`src/rtl/mdu_pkg.sv`:
```
`default_nettype none
// ------------------------------------------------------------
// mdu_pkg : operation codes and latency helper for the MDU
// Rev 1.0
// ------------------------------------------------------------
package mdu_pkg;

  typedef enum logic [2:0] {
    MDU_MULT  = 3'd0,
    MDU_MULTU = 3'd1,
    MDU_DIV   = 3'd2,
    MDU_DIVU  = 3'd3,
    MDU_MTHI  = 3'd4,
    MDU_MTLO  = 3'd5
  } mdu_op_t;

  // Cycles from the start cycle to the done cycle of a long operation.
  function automatic int MDU_LATENCY(input int width);
    return width + 2;
  endfunction

endpackage
`default_nettype wire

```
`src/rtl/mdu_if.sv`:
```
`default_nettype none
// ------------------------------------------------------------
// mdu_if : request/result bundle between execute stage and MDU
// Rev 1.0
// ------------------------------------------------------------
interface mdu_if #(
  parameter int WIDTH = 32
);
  import mdu_pkg::*;

  logic             start;
  mdu_op_t          op;
  logic [WIDTH-1:0] rs;
  logic [WIDTH-1:0] rt;
  logic             flush;
  logic             busy;
  logic             done;
  logic             div_by_zero;
  logic [WIDTH-1:0] hi;
  logic [WIDTH-1:0] lo;

  modport master (
    output start, op, rs, rt, flush,
    input  busy, done, div_by_zero, hi, lo
  );

  modport slave (
    input  start, op, rs, rt, flush,
    output busy, done, div_by_zero, hi, lo
  );

endinterface
`default_nettype wire

```
`src/rtl/mdu.sv`:
```
`default_nettype none
// ------------------------------------------------------------
// mdu : iterative shift-add multiply / restoring divide, HI/LO
// Rev 1.0
// ------------------------------------------------------------
module mdu
  import mdu_pkg::*;
#(
  parameter int WIDTH = 32
) (
  input  logic clk,
  input  logic nRST,
  mdu_if.slave bus
);

  localparam int c_CW = $clog2(WIDTH) + 1;

  typedef enum logic [1:0] {
    IDLE = 2'd0,
    RUN  = 2'd1,
    SIGN = 2'd2
  } state_t;

  state_t            r_state;
  logic [c_CW-1:0]   r_cnt;
  logic [2*WIDTH:0]  r_acc;
  logic [WIDTH-1:0]  r_opnd;     // multiplicand or divisor magnitude
  logic              r_is_div;
  logic              r_neg_a;    // product / quotient sign
  logic              r_neg_b;    // remainder sign
  logic [WIDTH-1:0]  r_hi;
  logic [WIDTH-1:0]  r_lo;
  logic              r_done;
  logic              r_dbz;

  logic              w_signed;
  logic              w_is_div;
  logic              w_is_mul;
  logic              w_dz;
  logic [WIDTH-1:0]  w_abs_rs;
  logic [WIDTH-1:0]  w_abs_rt;

  always_comb begin
    w_signed = (bus.op == MDU_MULT) || (bus.op == MDU_DIV);
    w_is_div = (bus.op == MDU_DIV)  || (bus.op == MDU_DIVU);
    w_is_mul = (bus.op == MDU_MULT) || (bus.op == MDU_MULTU);
    w_dz     = w_is_div && (bus.rt == '0);
    w_abs_rs = (w_signed && bus.rs[WIDTH-1]) ? -bus.rs : bus.rs;
    w_abs_rt = (w_signed && bus.rt[WIDTH-1]) ? -bus.rt : bus.rt;
  end

  logic [WIDTH:0]    w_madd;
  logic [2*WIDTH:0]  w_sh;
  logic [WIDTH+1:0]  w_diff;
  logic [2*WIDTH:0]  w_step;
  logic [2*WIDTH-1:0] w_prod;
  logic [WIDTH-1:0]  w_quo;
  logic [WIDTH-1:0]  w_rem;

  // Multiply keeps the partial product in the upper half and shifts right;
  // divide shifts left and subtracts the divisor from the upper half.
  always_comb begin
    w_madd = r_acc[2*WIDTH:WIDTH] + (r_acc[0] ? {1'b0, r_opnd} : {(WIDTH+1){1'b0}});
    w_sh   = {r_acc[2*WIDTH-1:0], 1'b0};
    w_diff = {1'b0, w_sh[2*WIDTH:WIDTH]} - {2'b00, r_opnd};
    if (r_is_div) begin
      w_step = w_diff[WIDTH+1] ? w_sh : {w_diff[WIDTH:0], w_sh[WIDTH-1:1], 1'b1};
    end else begin
      w_step = {1'b0, w_madd, r_acc[WIDTH-1:1]};
    end
    w_prod = r_neg_a ? -r_acc[2*WIDTH-1:0]     : r_acc[2*WIDTH-1:0];
    w_quo  = r_neg_a ? -r_acc[WIDTH-1:0]       : r_acc[WIDTH-1:0];
    w_rem  = r_neg_b ? -r_acc[2*WIDTH-1:WIDTH] : r_acc[2*WIDTH-1:WIDTH];
  end

  always_ff @(posedge clk or negedge nRST) begin
    if (!nRST) begin
      r_state  <= IDLE;
      r_cnt    <= '0;
      r_acc    <= '0;
      r_opnd   <= '0;
      r_is_div <= 1'b0;
      r_neg_a  <= 1'b0;
      r_neg_b  <= 1'b0;
      r_hi     <= '0;
      r_lo     <= '0;
      r_done   <= 1'b0;
      r_dbz    <= 1'b0;
    end else begin
      r_done <= 1'b0;
      r_dbz  <= 1'b0;
      case (r_state)
        IDLE: begin
          if (bus.start && !bus.flush) begin
            if (w_is_mul || (w_is_div && !w_dz)) begin
              r_state  <= RUN;
              r_cnt    <= '0;
              r_acc    <= {{(WIDTH+1){1'b0}}, (w_is_div ? w_abs_rs : w_abs_rt)};
              r_opnd   <= w_is_div ? w_abs_rt : w_abs_rs;
              r_is_div <= w_is_div;
              r_neg_a  <= w_signed && (bus.rs[WIDTH-1] ^ bus.rt[WIDTH-1]);
              r_neg_b  <= w_signed && bus.rs[WIDTH-1];
            end else if (w_dz) begin
              r_hi   <= bus.rs;
              r_lo   <= '1;
              r_done <= 1'b1;
              r_dbz  <= 1'b1;
            end else if (bus.op == MDU_MTHI) begin
              r_hi   <= bus.rs;
              r_done <= 1'b1;
            end else if (bus.op == MDU_MTLO) begin
              r_lo   <= bus.rs;
              r_done <= 1'b1;
            end
          end
        end
        RUN: begin
          if (bus.flush) begin
            r_state <= IDLE;
          end else begin
            r_acc <= w_step;
            r_cnt <= r_cnt + c_CW'(1);
            if (r_cnt == c_CW'(WIDTH - 1)) begin
              r_state <= SIGN;
            end
          end
        end
        SIGN: begin
          r_state <= IDLE;
          if (!bus.flush) begin
            if (r_is_div) begin
              r_hi <= w_rem;
              r_lo <= w_quo;
            end else begin
              r_hi <= w_prod[2*WIDTH-1:WIDTH];
              r_lo <= w_prod[WIDTH-1:0];
            end
            r_done <= 1'b1;
          end
        end
        default: r_state <= IDLE;
      endcase
    end
  end

  assign bus.busy        = (r_state != IDLE);
  assign bus.done        = r_done;
  assign bus.div_by_zero = r_dbz;
  assign bus.hi          = r_hi;
  assign bus.lo          = r_lo;

endmodule
`default_nettype wire

```
`src/flat_wrapper.sv`:
```
// flat-port wrapper written by rule: the top's interface ports become plain ports
module mdu_flat import mdu_pkg::*;
#(
  parameter int WIDTH = 32
)
  (clk, nRST, bus_start, bus_op, bus_rs, bus_rt, bus_flush, bus_busy, bus_done, bus_div_by_zero, bus_hi, bus_lo);
  mdu_if #(.WIDTH(WIDTH)) bus_i ();
  input  logic clk;
  input  logic nRST;
  input wire logic [$bits(bus_i.start)-1:0] bus_start;
  input wire logic [$bits(bus_i.op)-1:0] bus_op;
  input wire logic [$bits(bus_i.rs)-1:0] bus_rs;
  input wire logic [$bits(bus_i.rt)-1:0] bus_rt;
  input wire logic [$bits(bus_i.flush)-1:0] bus_flush;
  output wire logic [$bits(bus_i.busy)-1:0] bus_busy;
  output wire logic [$bits(bus_i.done)-1:0] bus_done;
  output wire logic [$bits(bus_i.div_by_zero)-1:0] bus_div_by_zero;
  output wire logic [$bits(bus_i.hi)-1:0] bus_hi;
  output wire logic [$bits(bus_i.lo)-1:0] bus_lo;
  assign bus_i.start = bus_start;
  assign bus_i.op = bus_op;
  assign bus_i.rs = bus_rs;
  assign bus_i.rt = bus_rt;
  assign bus_i.flush = bus_flush;
  assign bus_busy = bus_i.busy;
  assign bus_done = bus_i.done;
  assign bus_div_by_zero = bus_i.div_by_zero;
  assign bus_hi = bus_i.hi;
  assign bus_lo = bus_i.lo;
  mdu #(.WIDTH(WIDTH)) u_core (.clk(clk), .nRST(nRST), .bus(bus_i));
endmodule
```
`config.mk`:
```
export PLATFORM = sky130hd
export DESIGN_NAME = mdu_flat
export DESIGN_NICKNAME = d
export VERILOG_FILES = /design/src/rtl/mdu_pkg.sv /design/src/rtl/mdu_if.sv /design/src/rtl/mdu.sv /design/src/flat_wrapper.sv
export SDC_FILE = /design/constraint.sdc
export NUM_CORES = 1
export LEC_CHECK = 0
export CORE_MARGIN = 3
export CORE_UTILIZATION = 45
export DETAILED_ROUTE_END_ITERATION = 8
export SYNTH_ARGS = -nofsm -noshare
export SYNTH_HDL_FRONTEND = slang
export SYNTH_SLANG_ARGS = --single-unit
```
`constraint.sdc`:
```
create_clock -name clk -period 3.9 [get_ports clk]
set_clock_uncertainty 0.2 [all_clocks]
set_input_delay 0.78 -clock clk [delete_from_list [all_inputs] [get_ports clk]]
set_output_delay 0.78 -clock clk [all_outputs]
set_load 0.05 [all_outputs]
```
Word-level counts from Yosys, hierarchy flattened
Cells that the tools add are included.
Widths: inputs -> output; s select.
{"block": "word_totals", "register_bits": 174, "latch_bits": 0, "ram_bits": 0, "rom_bits": 0, "inputBits": 71, "output_inout_bits": 67, "word_cells": 109, "memories": 0}
{"block": "classes", "add_sub_neg": 8, "n_mul": 0, "div": 0, "n_lt_le_gt_ge": 0, "n_eq_ne": 17, "n_shift": 0, "mux": 49, "bitwise": 1, "reduce_logical": 23}
{"op": "$mux 32", "n": 20}
{"op": "$mux 65", "n": 5}
{"op": "$pmux 65 s2", "n": 1}
{"op": "$neg 32->32", "n": 4}
{"op": "$pmux 32 s2", "n": 2}
{"op": "$mux 64", "n": 1}
{"op": "$neg 64->64", "n": 1}
{"op": "$sub 33x32->34", "n": 1}
{"op": "$add 33x33->33", "n": 1}
{"op": "$logic_not 32->1", "n": 1}
{"op": "$mux 6", "n": 3}
{"op": "$pmux 6 s2", "n": 1}
{"op": "$mux 1", "n": 10}
{"op": "$mux 2", "n": 4}
{"op": "$add 6x1->6 const B", "n": 1}
{"op": "$eq 3x2->1 const B", "n": 2}
{"op": "$eq 3x3->1 const B", "n": 2}
{"op": "$eq 6x5->1 const B", "n": 1}
{"op": "$logic_and 1x1->1", "n": 6}
{"op": "$ne 2x2->1 const B", "n": 3}
{"op": "$ne 3x1->1 const B", "n": 2}
{"op": "$ne 3x2->1 const B", "n": 2}
{"op": "$reduce_and 3->1", "n": 2}
{"op": "$reduce_and 6->1", "n": 1}
{"op": "14 further kinds", "n": 21}

Logic depth before layout (Yosys ltp)
Gate-level depths: netlist of the first run.
{"block": "depth", "word_depth": 9, "depth_mapped": 14, "depth_no_buf": 13}

Least setup slack after synthesis of the first run
OpenSTA, ideal clock, no wires.
{"block": "synth_timing", "path_kind": "register to register", "start": "register u_core.r_acc[0]", "end": "register u_core.r_acc[56]", "setup_ps": 138, "arrival_ps": 3020, "t_required_ps": 3562, "setup_slack_ps": 542, "stages_incl_launch_ff": 14, "n_path_buf": 1, "synth_period_minus_slack_ps": 3358, "path_cell_list": "dfrtp_1 -> inv_1 -> clkbuf_1 -> nor2_1 -> ha_1 -> o21ai_0 -> o21a_1 -> o31ai_1 -> a31oi_1 -> o21ai_0 -> a41o_1 -> xor2_1 -> a222oi_1 -> o21ai_0"}
{"block": "synth_between", "elab_chain_cells": 5}
{"element": "start: declaration", "line": "mdu.sv:26", "rtl": "logic [2*WIDTH:0] r_acc;"}
{"element": "start signal: assignment", "line": "mdu.sv:98", "rtl": "r_acc <= {{(WIDTH+1){1'b0}}, (w_is_div ? w_abs_rs : w_abs_rt)};"}
{"element": "start signal: assignment", "line": "mdu.sv:121", "rtl": "r_acc <= w_step;"}
{"element": "$mux 32", "line": "mdu.sv:63", "rtl": "w_madd = r_acc[2*WIDTH:WIDTH] + (r_acc[0] ? {1'b0, r_opnd} : {(WIDTH+1){1'b0}});"}
{"element": "$add 33x33->33", "line": "mdu.sv:63"}
{"element": "$mux 65", "line": "mdu.sv:66", "rtl": "if (r_is_div) begin"}
{"element": "$mux 65", "line": "mdu.sv:118", "rtl": "if (bus.flush) begin"}
{"element": "$pmux 65 s2", "line": "mdu.sv:92", "rtl": "case (r_state)"}
Every way passes these cells. The select of a mux whose other input is x is not followed.
A chain may end at the register's enable or synchronous reset.

Worst setup path after layout of the first run
{"block": "layout_timing", "start": "register u_core.r_acc[0]", "end": "register u_core.r_acc[59]"}
The elaborated chain is that of the path after synthesis.

==> results.md, run 1 <==
Setup path:
- Traced cell by cell, the critical path runs through and2_1 -> ha_1 -> inv_1 -> fa_1 -> nand2b_1 -> a21oi_2 -> o2111ai_2 -> a211oi_2 -> buf_4 -> nor2_1 -> o41ai_1 -> buf_4 -> o21ai_0 -> a32oi_1 -> o21ai_0.
- Tracing the worst setup path back leads to its startpoint at u_core.r_acc[0].
- Setup slack on the worst reg-to-reg path comes out at 70 ps.
- The family with the most delay on the worst path is compound AO/OA/AOI/OAI gates.
- The destination of the worst register-to-register timing path is u_core.r_acc[59].
- The path type of the worst setup path is reg -> reg.
- The start of the worst register-to-register path is u_core.r_acc[0].
- The data arrival time of the worst path is 3950 ps.
- The biggest fanout along the worst timing path is 4.
- The slowest stage of the critical path belongs to the cell sky130_fd_sc_hd__dfrtp_1.
- For this run, the slowest stage of the critical path takes 400 ps.
- At the worst endpoint, the required time is 4020 ps.
- The worst setup path is captured at a register.
- The number of cells on the worst reg-to-reg path is 15.
- The startpoint type of the worst setup path is a register.
- The number of buffer and inverter instances along the worst setup path is 3.

Logic synthesis:
- The biggest area contributor in the post-synthesis netlist is sky130_fd_sc_hd__dfrtp_1.
- For this run, the number of Yosys warnings is 0.
- Sorting the synthesized cells by area gives the leading types as sky130_fd_sc_hd__dfrtp_1 28%, sky130_fd_sc_hd__xnor2_1 6.8%, sky130_fd_sc_hd__nand2_1 5.9%.
- The net count of the mapped netlist is 2123.
- Synthesis instantiated 76 different standard cells from the library.
- The number of synthesized flops with an enable pin is 0.
- The fraction of synthesized cell area taken by the top area cell type is 28.2%.
- The number of storage elements in the synthesis netlist is 174.
- The share of flip-flops with an asynchronous set or reset is 100%.
- The synthesized area divided by synthesized cell count is 7.79 um^2.
- In the synthesized netlist, the number of instances is 1981.
- The share of the Yosys chip area taken by registers is 28.2%.
- In the synthesized netlist the dominant register cell turns out to be sky130_fd_sc_hd__dfrtp_1.
- The total standard cell area after synthesis is 0.0154 mm^2.

CTS:
- The clock insertion delay at the later pin of the skew report is 450 ps.
- After clock tree synthesis, the setup repair step added 0 buffers.
- The clock root buffer is sky130_fd_sc_hd__clkbuf_16.
- The clock buffer count from CTS is 17.
- The clock transition at the registers of the reported paths is 80 ps.
- The clock passes through at most 2 buffers.
- Hold repair after CTS inserted 0 buffers.
- The level count of the clock H-tree is 4.
- The TritonCTS clock tree is done.
- The clock net in this run drives a total of 174 sinks.

STA:
- The normalized max-slew margin is 38.8%.
- The hold violation total from the final report is 0.
- The measured slew at the worst slew-check pin is 917 ps.
- The highest attainable clock frequency is 261 MHz.
- Setup repair after global routing left no endpoint under its margin.
- The final-report max-slew violation count came to 0.
- Once routing completed, OpenROAD measured the worst setup slack at 68.3 ps.
- The smallest clock period supported by the final layout is computed as 3830 ps.
- The total negative slack is 0 ps.
- The final critical path takes up 98.2% of the cycle.
- The final number of setup-violating endpoints is 0.

Route:
- The count of TritonRoute iterations in the first routing pass is 6.
- The final layout contains routed wiring with a total length of 60700 um.
- After the first detailed-routing iteration, the DRC count stood at 1622.
- The number of design rule violations left after detail routing is 0.
- After detailed routing, the average wire length per cell comes to 22.9 um.
- The number of vias per cell after detailed routing is 6.08.
- The vias after detailed routing is 16087.
- The remaining antenna violation count after routing is 0.

Floorplan:
- The die width is 191 um.
- The starting utilization of the core area is 45.8%.
- The number of ports placed on the die boundary is 138.
- The row count is 67.
- In this run the standard cell core region covers 0.0337 mm^2.
- From bottom edge to top edge, the die measures 191 um.
- The area enclosed by the die boundary is 0.0365 mm^2.

Global routing:
- The total overflow left after global routing is 0.
- The first global-routing pass estimated 91800 um of wire.
- The number of antenna violations at the first check in global routing is 0.
- The maximum number of pins on one net before global-route repair is 67.
- Global routing used 33.1% of the available tracks.
- The via count of the first global-routing pass is 15509.

Final layout:
- In the layout the commonest cells are 242 x sky130_fd_sc_hd__nand2_1, 211 x sky130_fd_sc_hd__nor2_1, 173 x sky130_fd_sc_hd__dfrtp_1.
- The area growth from synthesis to layout is 23.1%.
- After the last flow step, the layout net total stands at 2329.
- The most common library cell in the layout ignoring fill and taps is sky130_fd_sc_hd__nand2_1.
- Cells with a size suffix above 1 make up 13.0% of the layout.
- Fill cells in the final layout number 3251.
- The final design utilization is 56.4%.
- Once layout is complete, the cells apart from fillers number 2648.
- The total inserted antenna cells is 0.

Power and ir drop:
- The areal power density over the cells is 843 mW/mm^2.
- VDD sags by at most 0.482 mV.
- Power comes to 16.0 mW.
- The leakage power of the design is 8.21 nW.

Placed design:
- The cell total after placement is 2616.
- At the placement stage, the worst setup path has a slack of -112 ps.
- Input and output buffers added on the ports amount to 137.
- Routability-driven placement finished with a final weighted congestion of 0.981.
- The placed wire-length estimate is 47900 um.

Run:
- The number of max-cap violations is 0.

Status:
- The flow ran to the end, and the final reports show no timing, DRC or antenna violations.

Worst hold path:
- The worst hold-check path type is in -> async.
-- cell type report --
type	count	area [um^2]	share of cell area [%]
flip-flops and latches	174	4360	22.9
clock buffers	19	443	2.33
inverters	68	255	1.34
clock inverters	13	175	0.922
repair buffers	315	2880	15.2
well taps	448	561	2.95
multi-input cells	1611	10300	54.3
-- cells by family after synthesis --
group | after synthesis | synth area share, %
simple gates | 662 | 19.5
compound gates | 650 | 27.6
buf+inv | 196 | 5.30
flops | 174 | 28.2
xor+xnor | 170 | 9.65
fa+ha+maj | 71 | 5.85
mux | 58 | 3.84
-- state kept, by name, indices dropped and copies added (netlist names) --
name / count
u_core.r_cnt: 6
u_core.r_opnd: 32
u_core.r_neg_a: 1
u_core.r_is_div: 1
u_core.bus.div_by_zero: 1
u_core.bus.hi: 32
u_core.r_neg_b: 1
u_core.r_state: 2
u_core.bus.lo: 32
u_core.bus.done: 1
u_core.r_acc: 65
-- worst max path at each step --
stage	to	slack, ps	cells after the start
finish	u_core.r_acc[59]	70	15
global route	u_core.r_acc[59]	20	15
CTS	u_core.r_acc[59]	30	15
detailed placement	u_core.bus.lo[7]	-110	10
global placement	u_core.r_acc[21]	-60	12
floorplan	u_core.r_acc[56]	540	13
-- synth_stat cells (all sizes together), types with 10 or more instances --
master,count
o21ai,171
o22ai,36
or3,18
buf,33
inv,68
or4,13
o41ai,15
o21a,10
a21oi,142
nor2,213
nor4,18
nand2,243
a22o,11
nand3,37
o31ai,33
clkbuf,95
mux2i,49
o211ai,12
nor3,31
and2,13
a221oi,25
a21o,57
xnor2,120
nor2b,12
ha,69
xor2,50
a31oi,52
nand2b,22
nand4,15
o21bai,16
a211oi,19
dfrtp,174
-- per-layer routing --
layer  share of wire [%]  GRT usage [%]
met3                 8.5           6.00
met4                 3.7           12.8
met1                  42           44.3
met5                   0              0
met2                  45           53.2
-- power by group --
group	leakage [nW]	switching, mW	total [mW]	internal [mW]
clock	0.301	0.834	1.88	1.04
combinational	5.77	6.53	10.7	4.21
sequential	2.14	0.798	3.40	2.60
total	8.21	8.16	16.0	7.85
-- timing repair --
item	CTS	global route
hold endpoints to repair	0	0
endpoints found under the setup margin	3	5
resized for setup	3	4
-- through the flow --
| stage | cell area [um^2] | hold slack (ps) |
|---|---|---|
| finish | 19000 | 145 |
| global route | 19000 | 179 |
| CTS | 19000 | 160 |
| detailed placement | 18400 | 266 |
| global placement | 18400 | 262 |
| floorplan | 15400 | 242 |
Power figures use the tool's default switching activity.
==> run 2: changes to the inputs <==
- PLACE_DENSITY: default -> 0.67
- clock period: 3.9 -> 3.35 ns (I/O delays scaled with it)
==> run 2 against run 1 <==
  * The flow now finishes with violations (setup timing)
  * Critical path depth stayed put
  * Sequential power is 13% higher
  * Hold slack worse by 97 ps
  * Clock power is 20% higher
  * Maximum frequency is 10% higher
  * Routed wire length is 5.5% higher
  * Combinational power is 42% higher
  * Cell area is 13% higher
  * Non-clock buffer count is 222 higher
  * Critical path type unchanged
  * Highest routed layer unchanged
==> results.md, run 2 (synthesis results as in run 1) <==
Worst hold path:
- The worst hold path belongs to the class in -> async.

Final layout:
- The final design utilization was 63.9% (+7.6 points).
- The most common library cell in the layout ignoring fill and taps is sky130_fd_sc_hd__buf_4.
- The total inserted antenna cells is 0 (unchanged).
- The post-route non-filler standard cell count is 2869 (+8.3%).
- Ranked by flip-flop count, first place goes to u_core.r_acc.
- The sequential cell area in the final layout was 0.00436 mm^2 (+0.14%).
- The layout cell share with drive strength beyond 1 came to 24.9% (+12 points).
- The area overhead of the layout relative to synthesis is 39.7%.
- The number of fill cells came to 2905 (-11%).
- The area of all placed cells without fillers was 0.0216 mm^2 (+13%).
- The post-layout net count is 2551 (+9.5%).
- The area used by multi-input combinational logic was 0.0109 mm^2 (+6.0%).
- The top cell types in the final layout, fill and taps aside, are 358 x sky130_fd_sc_hd__buf_4, 238 x sky130_fd_sc_hd__nand2_1, 205 x sky130_fd_sc_hd__nor2_1.
- The number of flip-flops in the largest register came to 65 (unchanged).

STA:
- The hold violation total from the final report came to 0 (unchanged).
- The total negative slack came to -567 ps (-567 ps).
- The final worst-path cycle share is 104% (+5.8 points).
- Setup repair after global routing could not meet its margin everywhere.
- The worst hold slack is 48.6 ps (-96.6 ps).
- The final-report max-slew violation count is 0 (unchanged).
- The time the worst path needs with I/O delays and setup is 3480 ps (-347 ps).
- The normalized max-slew margin is 40.3% (+1.4 points).
- The highest attainable clock frequency came to 287 MHz (+10%).
- The measured slew at the worst slew-check pin was 893 ps (-24.4 ps).
- The final number of setup-violating endpoints is 14 (+14).
- The setup slack of the critical path after layout is -135 ps (-203 ps).

Global routing:
- The maximum number of pins on one net before global-route repair is 75 (+12%).
- The global routing usage summed across all routing layers came to 33.1% (-0.035 points).
- The sum of overflow across all layers after global routing came to 0 (unchanged).
- The number of antenna violations at the first check in global routing is 1 (+1).
- The wire length of the first global-routing pass came to 93600 um (+1.9%).
- The via count of the first global-routing pass is 16420 (+5.9%).

CTS:
- TritonCTS built the clock tree.
- The clock transition at the registers of the reported paths is 80 ps (about the same).
- The number of buffers inserted for hold repair after clock tree synthesis was 0 (unchanged).
- The clock buffer count from CTS came to 17 (unchanged).
- The total number of clock tree sinks is 174 (unchanged).
- The clock tree buffer depth is 2 (unchanged).
- The clock insertion delay at the later pin of the skew report is 450 ps (about the same).
- The level count of the clock H-tree came to 4 (unchanged).
- The tree is rooted in a sky130_fd_sc_hd__clkbuf_16.

Status:
- The flow ran to the end, but the final reports show violations.
- The final reports fail on setup timing.

Setup path:
- The signal on the critical path passes through inv_2 -> buf_12 -> nor2_1 -> ha_1 -> o21ai_1 -> o21a_4 -> o31ai_4 -> a31oi_2 -> buf_6 -> buf_4 -> o21a_1 -> o211ai_1 -> a21oi_1 -> xnor2_1 -> o31ai_1.
- The data required time at the worst endpoint is 3500 ps (-520 ps).
- The flop-to-flop setup slack is -130 ps (-200 ps).
- The biggest fanout along the worst timing path is 9 (+5).
- The number of buffer and inverter instances along the worst setup path is 4 (+1).
- The data arrival time of the worst path is 3630 ps (-320 ps).
- The startpoint identified for the worst register-to-register timing path is u_core.r_acc[0].
- The worst setup path is launched from a register.
- The slowest stage cell on the critical path is sky130_fd_sc_hd__dfrtp_2.
- The endpoint identified for the worst register-to-register timing path is u_core.r_acc[60].
- The longest individual stage delay on the worst path is 460 ps (+60 ps).
- STA classifies the critical path endpoint as a register.
- The family with the most delay on the worst path is compound AO/OA/AOI/OAI gates.
- The number of cells on the worst reg-to-reg path is 15 (unchanged).
- The path type of the worst setup path is reg -> reg.

Route:
- The number of vias per cell after detailed routing is 6.13 (+0.95%).
- The aggregate routed wire length is 64000 um (+5.5%).
- The count of TritonRoute iterations in the first routing pass came to 8 (+2).
- The vias after detailed routing is 17595 (+9.4%).
- The average wire length per cell after detail routing is 22.3 um (-2.6%).
- The number of design rule violations left after detail routing is 0 (unchanged).
- The detailed router's first-iteration violation count is 2041 (+26%).
- The remaining antenna violation count after routing came to 0 (unchanged).

Floorplan:
- The area enclosed by the die boundary is 0.0365 mm^2 (unchanged).
- The core outline area was 0.0337 mm^2 (unchanged).
- The row count is 67 (unchanged).
- The number of ports placed on the die boundary is 138 (unchanged).
- The starting utilization of the core area is 45.8% (unchanged).
- The die width is 191 um (unchanged).
- The die boundary height is 191 um (unchanged).

Run:
- The number of max-cap violations is 0 (unchanged).

Placed design:
- The cell total after placement is 2791 (+6.7%).
- The placed wire-length estimate came to 48200 um (+0.78%).
- The routability congestion estimate is 1.02 (+3.5%).
- The cell area after placement is 0.0197 mm^2 (+7.2%).
- The number of input and output port buffers inserted is 137 (unchanged).

Power and ir drop:
- The worst supply voltage drop on vdd came to 0.624 mV (+29%).
- The areal power density over the cells is 988 mW/mm^2 (+17%).
- The leakage power of the design is 9.54 nW (+16%).
run 2: through the flow:
step	setup WS [ps]	total power [mW]
global placement	-501	16.9
finish	-135	21.3
CTS	-95.6	19.7
global route	-189	22.4
floorplan	15.5	12.2
detailed placement	-559	17.2
run 2: final cells by class:
| cell class | count | share of cell area, % |
|---|---|---|
| timing repair buffer | 537 | 22.2 |
| tap | 448 | 2.60 |
| sequential | 174 | 20.2 |
| clock buffer | 20 | 2.17 |
| inverter | 68 | 1.21 |
| multi-input combinational | 1611 | 50.8 |
| clock inverter | 11 | 0.830 |
run 2: how the worst max path moves through the flow:
stage | end | startpoint | slack (ps) | cells past startpoint
4_1_cts | u_core.r_acc[61] | u_core.r_acc[0] | -100 | 16
5_1_grt | u_core.r_acc[60] | u_core.r_acc[0] | -190 | 15
2_1_floorplan | u_core.r_acc[61] | u_core.r_acc[0] | 20 | 13
3_3_place_gp | u_core.r_acc[56] | u_core.r_acc[0] | -500 | 14
3_5_place_dp | u_core.bus.lo[9] | bus_rt[22] | -560 | 10
6_report | u_core.r_acc[60] | u_core.r_acc[0] | -130 | 15
run 2: where the power goes:
group          switching (mW)  internal, mW
combinational            8.66          6.54
clock                   0.946          1.32
sequential              0.800          3.03
total                    10.4          10.9
run 2: repair_timing:
item,CTS,global route
gates cloned,1,7
pin swaps,20,48
hold endpoints to repair,0,0
buffers inserted,11,33
resized for setup,52,135
endpoints found under the setup margin,64,92
run 2: layer usage:
metal	wire length, um	GRT usage [%]	share of wire, %
met5	0	0	0
met4	3090	14.2	4.8
met3	6310	5.78	9.9
met2	28300	51.4	44
met1	26400	45.3	41
